$ cat config.mk
export PLATFORM = sky130hd
export DESIGN_NAME = diffeq_datapath
export DESIGN_NICKNAME = d
export VERILOG_FILES = /design/src/rtl/diffeq_datapath.sv
export SDC_FILE = /design/constraint.sdc
export NUM_CORES = 1
export LEC_CHECK = 0
export CAP_MARGIN = 30
export CELL_PAD_IN_SITES_DETAIL_PLACEMENT = 1
export CELL_PAD_IN_SITES_GLOBAL_PLACEMENT = 2
export CORE_MARGIN = 2
export CORE_UTILIZATION = 26
export DETAILED_ROUTE_END_ITERATION = 16
export HOLD_SLACK_MARGIN = 0.12
export PLACE_DENSITY = 0.56
export SYNTH_ARGS = -nofsm -noshare
export SYNTH_HDL_FRONTEND = slang
export SYNTH_SLANG_ARGS = --single-unit
$ cat constraint.sdc
create_clock -name clk -period 12.85 [get_ports clk]
set_input_delay 1.285 -clock clk [delete_from_list [all_inputs] [get_ports clk]]
set_output_delay 1.285 -clock clk [all_outputs]
set_load 0.01 [all_outputs]
$ cat src/rtl/diffeq_datapath.sv
// diffeq_datapath
//   Datapath of the differential-equation solver. Holds x, dx, u, a, y in
//   signed Q(W-FRAC).FRAC and, once per loop iteration, evaluates
//     x1 = x + dx;  u1 = u - 3*x*u*dx - 3*y*dx;  y1 = y + u*dx
//   as three multiply steps (COMPUTE_1..3) on one shared radix-2 shift-add
//   multiplier, followed by a single commit cycle (COMPUTE_4).
// Ports
//   clk            rising-edge clock
//   reset          asynchronous, active-low
//   state[2:0]     controller state: 0 IDLE,1 READ,2..5 COMPUTE_1..4,6 DONE
//   load_x/dx/u/a  capture data_in while in READ (priority x>dx>a>u)
//   data_in[W-1:0] operand value
//   compute_done   one-cycle pulse once a COMPUTE_1..3 result is registered
//   continue_while combinational signed (x1 < a)
//   x_out,y_out,u_out current x, y, u
module diffeq_datapath #(
  parameter int W    = 16,
  parameter int FRAC = 8
) (
  input  logic         clk,
  input  logic         reset,
  input  logic [2:0]   state,
  input  logic         load_x,
  input  logic         load_dx,
  input  logic         load_u,
  input  logic         load_a,
  input  logic [W-1:0] data_in,
  output logic         compute_done,
  output logic         continue_while,
  output logic [W-1:0] x_out,
  output logic [W-1:0] y_out,
  output logic [W-1:0] u_out
);

  typedef enum logic [2:0] {
    ST_IDLE = 3'd0,
    ST_READ = 3'd1,
    ST_C1   = 3'd2,
    ST_C2   = 3'd3,
    ST_C3   = 3'd4,
    ST_C4   = 3'd5,
    ST_DONE = 3'd6
  } ctrl_t;

  typedef enum logic [1:0] {
    ENG_IDLE,
    ENG_BUSY,
    ENG_PULSE
  } eng_t;

  localparam int CW = $clog2(W) + 1;
  localparam logic [CW-1:0] LAST = CW'(W - 1);

  ctrl_t st;
  eng_t  eng_q, eng_d;

  logic signed [W-1:0] x, dx, u, a, y, x1, t1, t2, t3;
  logic [2:0]          prev_state;
  logic                seen;

  logic [2*W-1:0] acc, mcand, acc_nxt;
  logic [W-1:0]   mplier;
  logic [CW-1:0]  cnt;
  logic           neg;

  logic                entry, is_mul, start, last_iter;
  logic signed [W-1:0] op_a, op_b;
  logic [W-1:0]        mag_a, mag_b;
  logic [W-1:0]        res, res3;

  function automatic logic [W-1:0] mag(input logic signed [W-1:0] v);
    return v[W-1] ? W'(-v) : W'(v);
  endfunction

  assign st = ctrl_t'(state);

  // `seen` suppresses entry detection on the first cycle after reset, so a
  // state already held through reset is not treated as a new step.
  assign entry  = seen && (state != prev_state);
  assign is_mul = (st == ST_C1) || (st == ST_C2) || (st == ST_C3);
  assign start  = entry && is_mul;

  always_comb begin
    op_a = u;
    op_b = dx;
    case (st)
      ST_C2:   begin op_a = x; op_b = t1; end
      ST_C3:   begin op_a = y; op_b = dx; end
      default: ;
    endcase
  end

  assign mag_a   = mag(op_a);
  assign mag_b   = mag(op_b);
  assign acc_nxt = acc + (mplier[0] ? mcand : '0);

  // Sign restore, arithmetic >>>FRAC and truncation to W collapse into one
  // slice because FRAC+W never exceeds the 2W product width.
  assign res  = W'((neg ? -acc_nxt : acc_nxt) >> FRAC);
  assign res3 = (res << 1) + res;

  assign last_iter = (eng_q == ENG_BUSY) && !entry && is_mul && (cnt == LAST);

  always_comb begin
    eng_d = eng_q;
    if (start) begin
      eng_d = ENG_BUSY;
    end else begin
      case (eng_q)
        ENG_BUSY: begin
          if (entry || !is_mul) eng_d = ENG_IDLE;
          else if (cnt == LAST) eng_d = ENG_PULSE;
        end
        default: eng_d = ENG_IDLE;
      endcase
    end
  end

  always_ff @(posedge clk or negedge reset) begin
    if (!reset) eng_q <= ENG_IDLE;
    else        eng_q <= eng_d;
  end

  always_ff @(posedge clk or negedge reset) begin
    if (!reset) begin
      x          <= '0;
      dx         <= '0;
      u          <= '0;
      a          <= '0;
      y          <= '0;
      x1         <= '0;
      t1         <= '0;
      t2         <= '0;
      t3         <= '0;
      prev_state <= '0;
      seen       <= 1'b0;
      acc        <= '0;
      mcand      <= '0;
      mplier     <= '0;
      cnt        <= '0;
      neg        <= 1'b0;
    end else begin
      prev_state <= state;
      seen       <= 1'b1;

      if (st == ST_READ) begin
        if (load_x) begin
          x <= data_in;
          y <= '0;
        end else if (load_dx) begin
          dx <= data_in;
        end else if (load_a) begin
          a <= data_in;
        end else if (load_u) begin
          u <= data_in;
        end
      end

      if (st == ST_C4) begin
        u <= u - t2 - t3;
        y <= y + t1;
        x <= x1;
      end

      if (start && st == ST_C1) x1 <= x + dx;

      // The start cycle already performs the first shift-add iteration so
      // that the W-th iteration lands on the W-th cycle of the state.
      if (start) begin
        acc    <= mag_b[0] ? (2*W)'(mag_a) : '0;
        mcand  <= (2*W)'(mag_a) << 1;
        mplier <= mag_b >> 1;
        cnt    <= CW'(1);
        neg    <= op_a[W-1] ^ op_b[W-1];
      end else if (eng_q == ENG_BUSY) begin
        acc    <= acc_nxt;
        mcand  <= mcand << 1;
        mplier <= mplier >> 1;
        cnt    <= cnt + 1'b1;
      end

      if (last_iter) begin
        case (st)
          ST_C1:   t1 <= res;
          ST_C2:   t2 <= res3;
          ST_C3:   t3 <= res3;
          default: ;
        endcase
      end
    end
  end

  assign compute_done   = (eng_q == ENG_PULSE);
  assign continue_while = (x1 < a);
  assign x_out = x;
  assign y_out = y;
  assign u_out = u;

endmodule

Yosys cells after proc, flatten, opt, wreduce, memory -nomap -nowiden
Cells that the tools add are included.

Bits in registers: 236. Output and inout bits: 50.

Add/sub/neg operators: 10. Order comparisons: 1. Equal/unequal tests: 13. Mux-type cells: 31. Bitwise gates (word level): 3. Reductions and logical operators: 22.

Operator list (number): 16-bit two-way mux (18); 32-bit two-way mux (5); 16-bit adder (3); 32-bit adder (1); 16-bit negation (2); 16-bit one-hot mux with 2 select lines (1); 16-bit subtractor (2); 24-bit two-way mux (1); 24-bit negation (1); 16-bit less-than comparator (1); 5-bit two-way mux (2); 2-bit two-way mux (4); 2-bit AND reduction (4); 2-bit nonzero test (4); 3-bit by 2-bit == test with 1-bit output, second input constant (2); 3-bit == test, second input constant (2); 1-bit logical AND (6); 2-bit by 1-bit != test with 1-bit output, second input constant (3); 5-bit by 1-bit adder with 5-bit output, second input constant (1); 5-bit by 4-bit == test with 1-bit output, second input constant (1); 5-bit AND reduction (1); 4-bit by 2-bit != test with 1-bit output, second input constant (1); 4-bit AND reduction (1); 3-bit by 1-bit == test with 1-bit output, second input constant (1); 8 further kinds (12).

Depth between registers and ports, before layout
Depth after elaboration: 8. Depth in mapped cells: 24.

Least setup slack after synthesis
No wires, ideal clock.

Kind: flip-flop to flip-flop. From: register mplier[0]. To: register t3[12]. Setup time: 0.125 ns. Arrival: 5.185 ns. Data required time: 12.725 ns. Setup slack: 7.541 ns. Stages on the path, launching flop included: 24. Path buffers: 2. Path through: dfrtp_1 -> clkbuf_1 -> and2_1 -> ha_1 -> buf_2 -> a21oi_1 -> and2_2 -> nand3_1 -> a2111o_1 -> or2_2 -> o21ai_0 -> xor2_1 -> ha_1 -> a21o_1 -> a21oi_1 -> o21bai_1 -> a21oi_1 -> o21bai_1 -> a21oi_1 -> o21ai_0 -> o41ai_1 -> xor2_1 -> xnor2_1 -> mux2_2.

Word-level cells in the longest chain between the ends: 5.

RTL lines: start: declaration (line 62) `logic [W-1:0] mplier;`; start signal: assignment (line 172) `mplier <= mag_b >> 1;`; start signal: assignment (line 178) `mplier <= mplier >> 1;`; 32-bit two-way mux * (line 95) `assign acc_nxt = acc + (mplier[0] ? mcand : '0);`; 32-bit adder * (line 95); 24-bit negation (line 99) `assign res = W'((neg ? -acc_nxt : acc_nxt) >> FRAC);`; 24-bit two-way mux * (line 99); net res[2] (line 69) `logic [W-1:0] res, res3;`; 16-bit adder * (line 100) `assign res3 = (res << 1) + res;`; end signal: assignment (line 186) `ST_C3: t3 <= res3;`; end: declaration (line 57) `logic signed [W-1:0] x, dx, u, a, y, x1, t1, t2, t3;`.

Mark *: on every way through the listed nets, which the timed path passes. The rest lies on a longest branch. A chain may end at the register's enable or synchronous reset.

Worst setup path in the final report
Same ends and word-level chain as after synthesis.

==> metrics.txt <==
status=finished clean; chip height=243 um; Starting Density=26.4%; Post-Synthesis Cells=1,650; Initial DRC Count=466; Worst Path Max Fanout=24; crit path cell chain=and2_1 > ha_1 > fa_1 > a211oi_1 > nor2_1 > xor2_1 > a2111o_1 > or2_2 > o21ai_0 > xor2_1 > ha_1 > a21o_1 > a21oi_1 > o21bai_1 > a21oi_1 > o21bai_1 > a21oi_1 > o21ai_0 > o41ai_1 > xor2_1 > xnor2_1 > mux2_2; vias in the first global route=13,200; Hold Startpoint=t2[3]$_DFFE_PN0P_; slowest stage delay, CP=0.65 ns; Die W=243 um; fin crit share=50.7%; Worst VDD drop=126 uV; Seq/Total Area, Yosys=36.6%; asr flop ratio synth=100%; Post-CTS Setup Inserts=0; TritonCTS Sinks=218; Placer Congestion=0.762; pin count of the biggest net entering global routing=104; initial antenna violation count=0; Die Area=0.0592 mm2; post-DR wirelength/cell=20.9 um; diodes inserted=0; largest reg by FF count=acc; routed wire length=51,800 um; EDFF count, synth=0; DRC viols=0; Synth Net Count=1,796; Pre-antenna DRT Iters=4; CP arrival=6.96 ns; Main synth FF type=dfrtp_1; maxcap violations=0; endpoints failing setup=0; # resized after CTS=0; CTS root buf=clkbuf_16; Rows=87; Mean Syn Cell Area=9.03 um2; worst skew pair latency=0.59 ns; total negative slack=0 ns; RSZ-0062 raised after global routing=no; post-synth top area share=36.6%; biggest registers after layout=acc: 24 flops, mcand: 23 flops; Setup crit end kind=flip-flop; most common cell in the synthesized netlist=nand2_1; Largest register FFs=24; met3 usage=1.75%; Hold Crit Class=reg -> reg; Layout area overhead=18.3%; Slew @ Worst Pin=0.959 ns; routed vias/inst=4.95; class of the most critical setup path=reg -> reg; met2 Use GR=30.0%; Filler cells=6,502; Rel. slew slack=35.8%; Final Max Slew Viols=0; TritonCTS buffer count=30; I/O pins=75; Synth area leader=dfrtp_1; DP Area=0.0166 mm2; top post-synthesis cells by count=nand2_1 (232), dfrtp_1 (218), o21ai_0 (130); design area=0.0176 mm2; Post-CTS Hold Fix Bufs=0; All-Layer GR Usage=17.5%; IO Port Bufs=74; NumNets Final=1,849; Syn. warnings=0; first-pass GRT wire length=81,000 um; clk slew on worst S/H paths=0.06 ns; met1 Use GR=24.1%; # H-tree levels=1; register bit total from synthesis=218; main area contributors after synthesis=dfrtp_1 (37%), ha_1 (8.6%), nand2_1 (5.8%); most used routing layer=met2; post-place setup slack=6.33 ns; Crit. Startpoint=mplier[0]$_DFFE_PN0P_; Required @ worst endpoint=13.29 ns; core area=0.0565 mm2; Yosys cell types=77; DPL Wire Length=39,200 um; worst reg2reg path startpoint=mplier[0]$_DFFE_PN0P_; share of layout cells above drive strength 1=9.57%; CTS tree=done; vias post-DR=12,300; CP max-delay cell=dfrtp_1; Post-Syn Area=0.0149 mm2; antenna-violating nets left=0; max frequency=0.154 GHz; final hold violation count=0; GRT overflow=0; startpoint types=flip-flop; Lkg Pwr=7.88 nW; Clock Skew=0.0361 ns; final worst slack=6.34 ns; final worst path period need=6.51 ns; CTS Buffer Depth=3; Pwr Density=240 mW/mm2
logic make-up (layout without fill, tap and decap cells):
group / after synthesis / count (layout) / share of synthesized area (%)
buffers and inverters: 168 / 242 / 4.32
AO/OA/AOI/OAI: 414 / 414 / 17.6
other: 1 / 1 / 0.0252
XOR/XNOR: 104 / 104 / 6.17
multiplexers: 119 / 119 / 8.61
flip-flops: 218 / 218 / 36.6
adder cells (fa/ha/maj): 121 / 121 / 11.1
AND/OR/NAND/NOR: 505 / 505 / 15.5
layout by cell type, fill, tap and decap left out, types with 5 or more instances in the layout:
master,count
ha_1,102
o21ai_0,129
clkdlybuf4s50_1,73
o21bai_1,12
a22o_1,13
clkbuf_16,30
mux2i_1,46
a21oi_1,86
nor2b_1,6
o221ai_1,6
nor3_1,35
xnor2_1,63
clkbuf_8,6
a21boi_0,7
a211oi_1,9
a22oi_1,10
nand3_1,23
o2111ai_1,5
inv_1,95
a21o_1,26
fa_1,19
or3_1,16
o31a_1,5
dfrtp_1,218
o22ai_1,5
nand2_1,232
nor3b_1,6
mux2_2,72
o211ai_1,7
o21a_1,12
o31ai_1,14
clkbuf_1,8
nor2_1,104
buf_4,15
and3_1,14
xor2_1,40
and2_1,29
a31oi_1,35
nand4_1,6
through the flow:
| stage | utilization (%) | hold WS (ns) | power [W] | instances |
|---|---|---|---|---|
| floorplan | - | 0.450 | 0.00258 | 1650 |
| global placement | 29.1 | 0.469 | 0.00335 | 2421 |
| detailed placement | 29.3 | 0.482 | 0.00339 | 2426 |
| CTS | 31.1 | 0.497 | 0.00431 | 2479 |
| global route | 31.2 | 0.518 | 0.00460 | 2480 |
| finish | 31.2 | 0.499 | 0.00423 | 2480 |
per-layer routing:
metal | share of wire [%] | vias to the layer above
li1 | - | 5918
met1 | 49 | 6206
met2 | 48 | 118
met3 | 2.5 | 43
met4 | 1.4 | 0
met5 | 0 | -
power by group:
part | total (W) | internal, W | switching, W
clock | 0.000878 | 0.000541 | 0.000336
combinational | 0.00230 | 0.000928 | 0.00137
sequential | 0.00105 | 0.000843 | 0.000212
total | 0.00423 | 0.00231 | 0.00192
critical path, delay by kind of cell, from the launching register on:
family	cells	cell delay, ns
AND/OR/NAND/NOR	3	0.72
XOR/XNOR	4	0.97
multiplexers	1	0.28
adder cells (fa/ha/maj)	3	0.99
flip-flops	1	0.65
AO/OA/AOI/OAI	11	2.75
area by class of cell:
type,count,area [um2],area share (%)
well taps,756,946,5.37
clock buffers,44,863,4.90
multi-input cells,1264,8850,50.2
inverters,95,357,2.02
repair buffers,94,983,5.58
clock inverters,9,161,0.916
flip-flops and latches,218,5460,31.0
path summary, 6_finish.rpt:
path                                       to  slack, ns  cells past startpoint
min reg2reg                 t2[3]$_DFFE_PN0P_       0.50                      2
max reg2reg                t3[12]$_DFFE_PN0P_       6.34                     22
max in group asynchronous  t1[15]$_DFFE_PN0P_      10.76                      2
min in group asynchronous   x1[3]$_DFFE_PN0P_       0.73                      1
max                        t3[12]$_DFFE_PN0P_       6.34                     22
min                         t2[3]$_DFFE_PN0P_       0.50                      2
No activity file was read; power rests on OpenSTA's default activity.
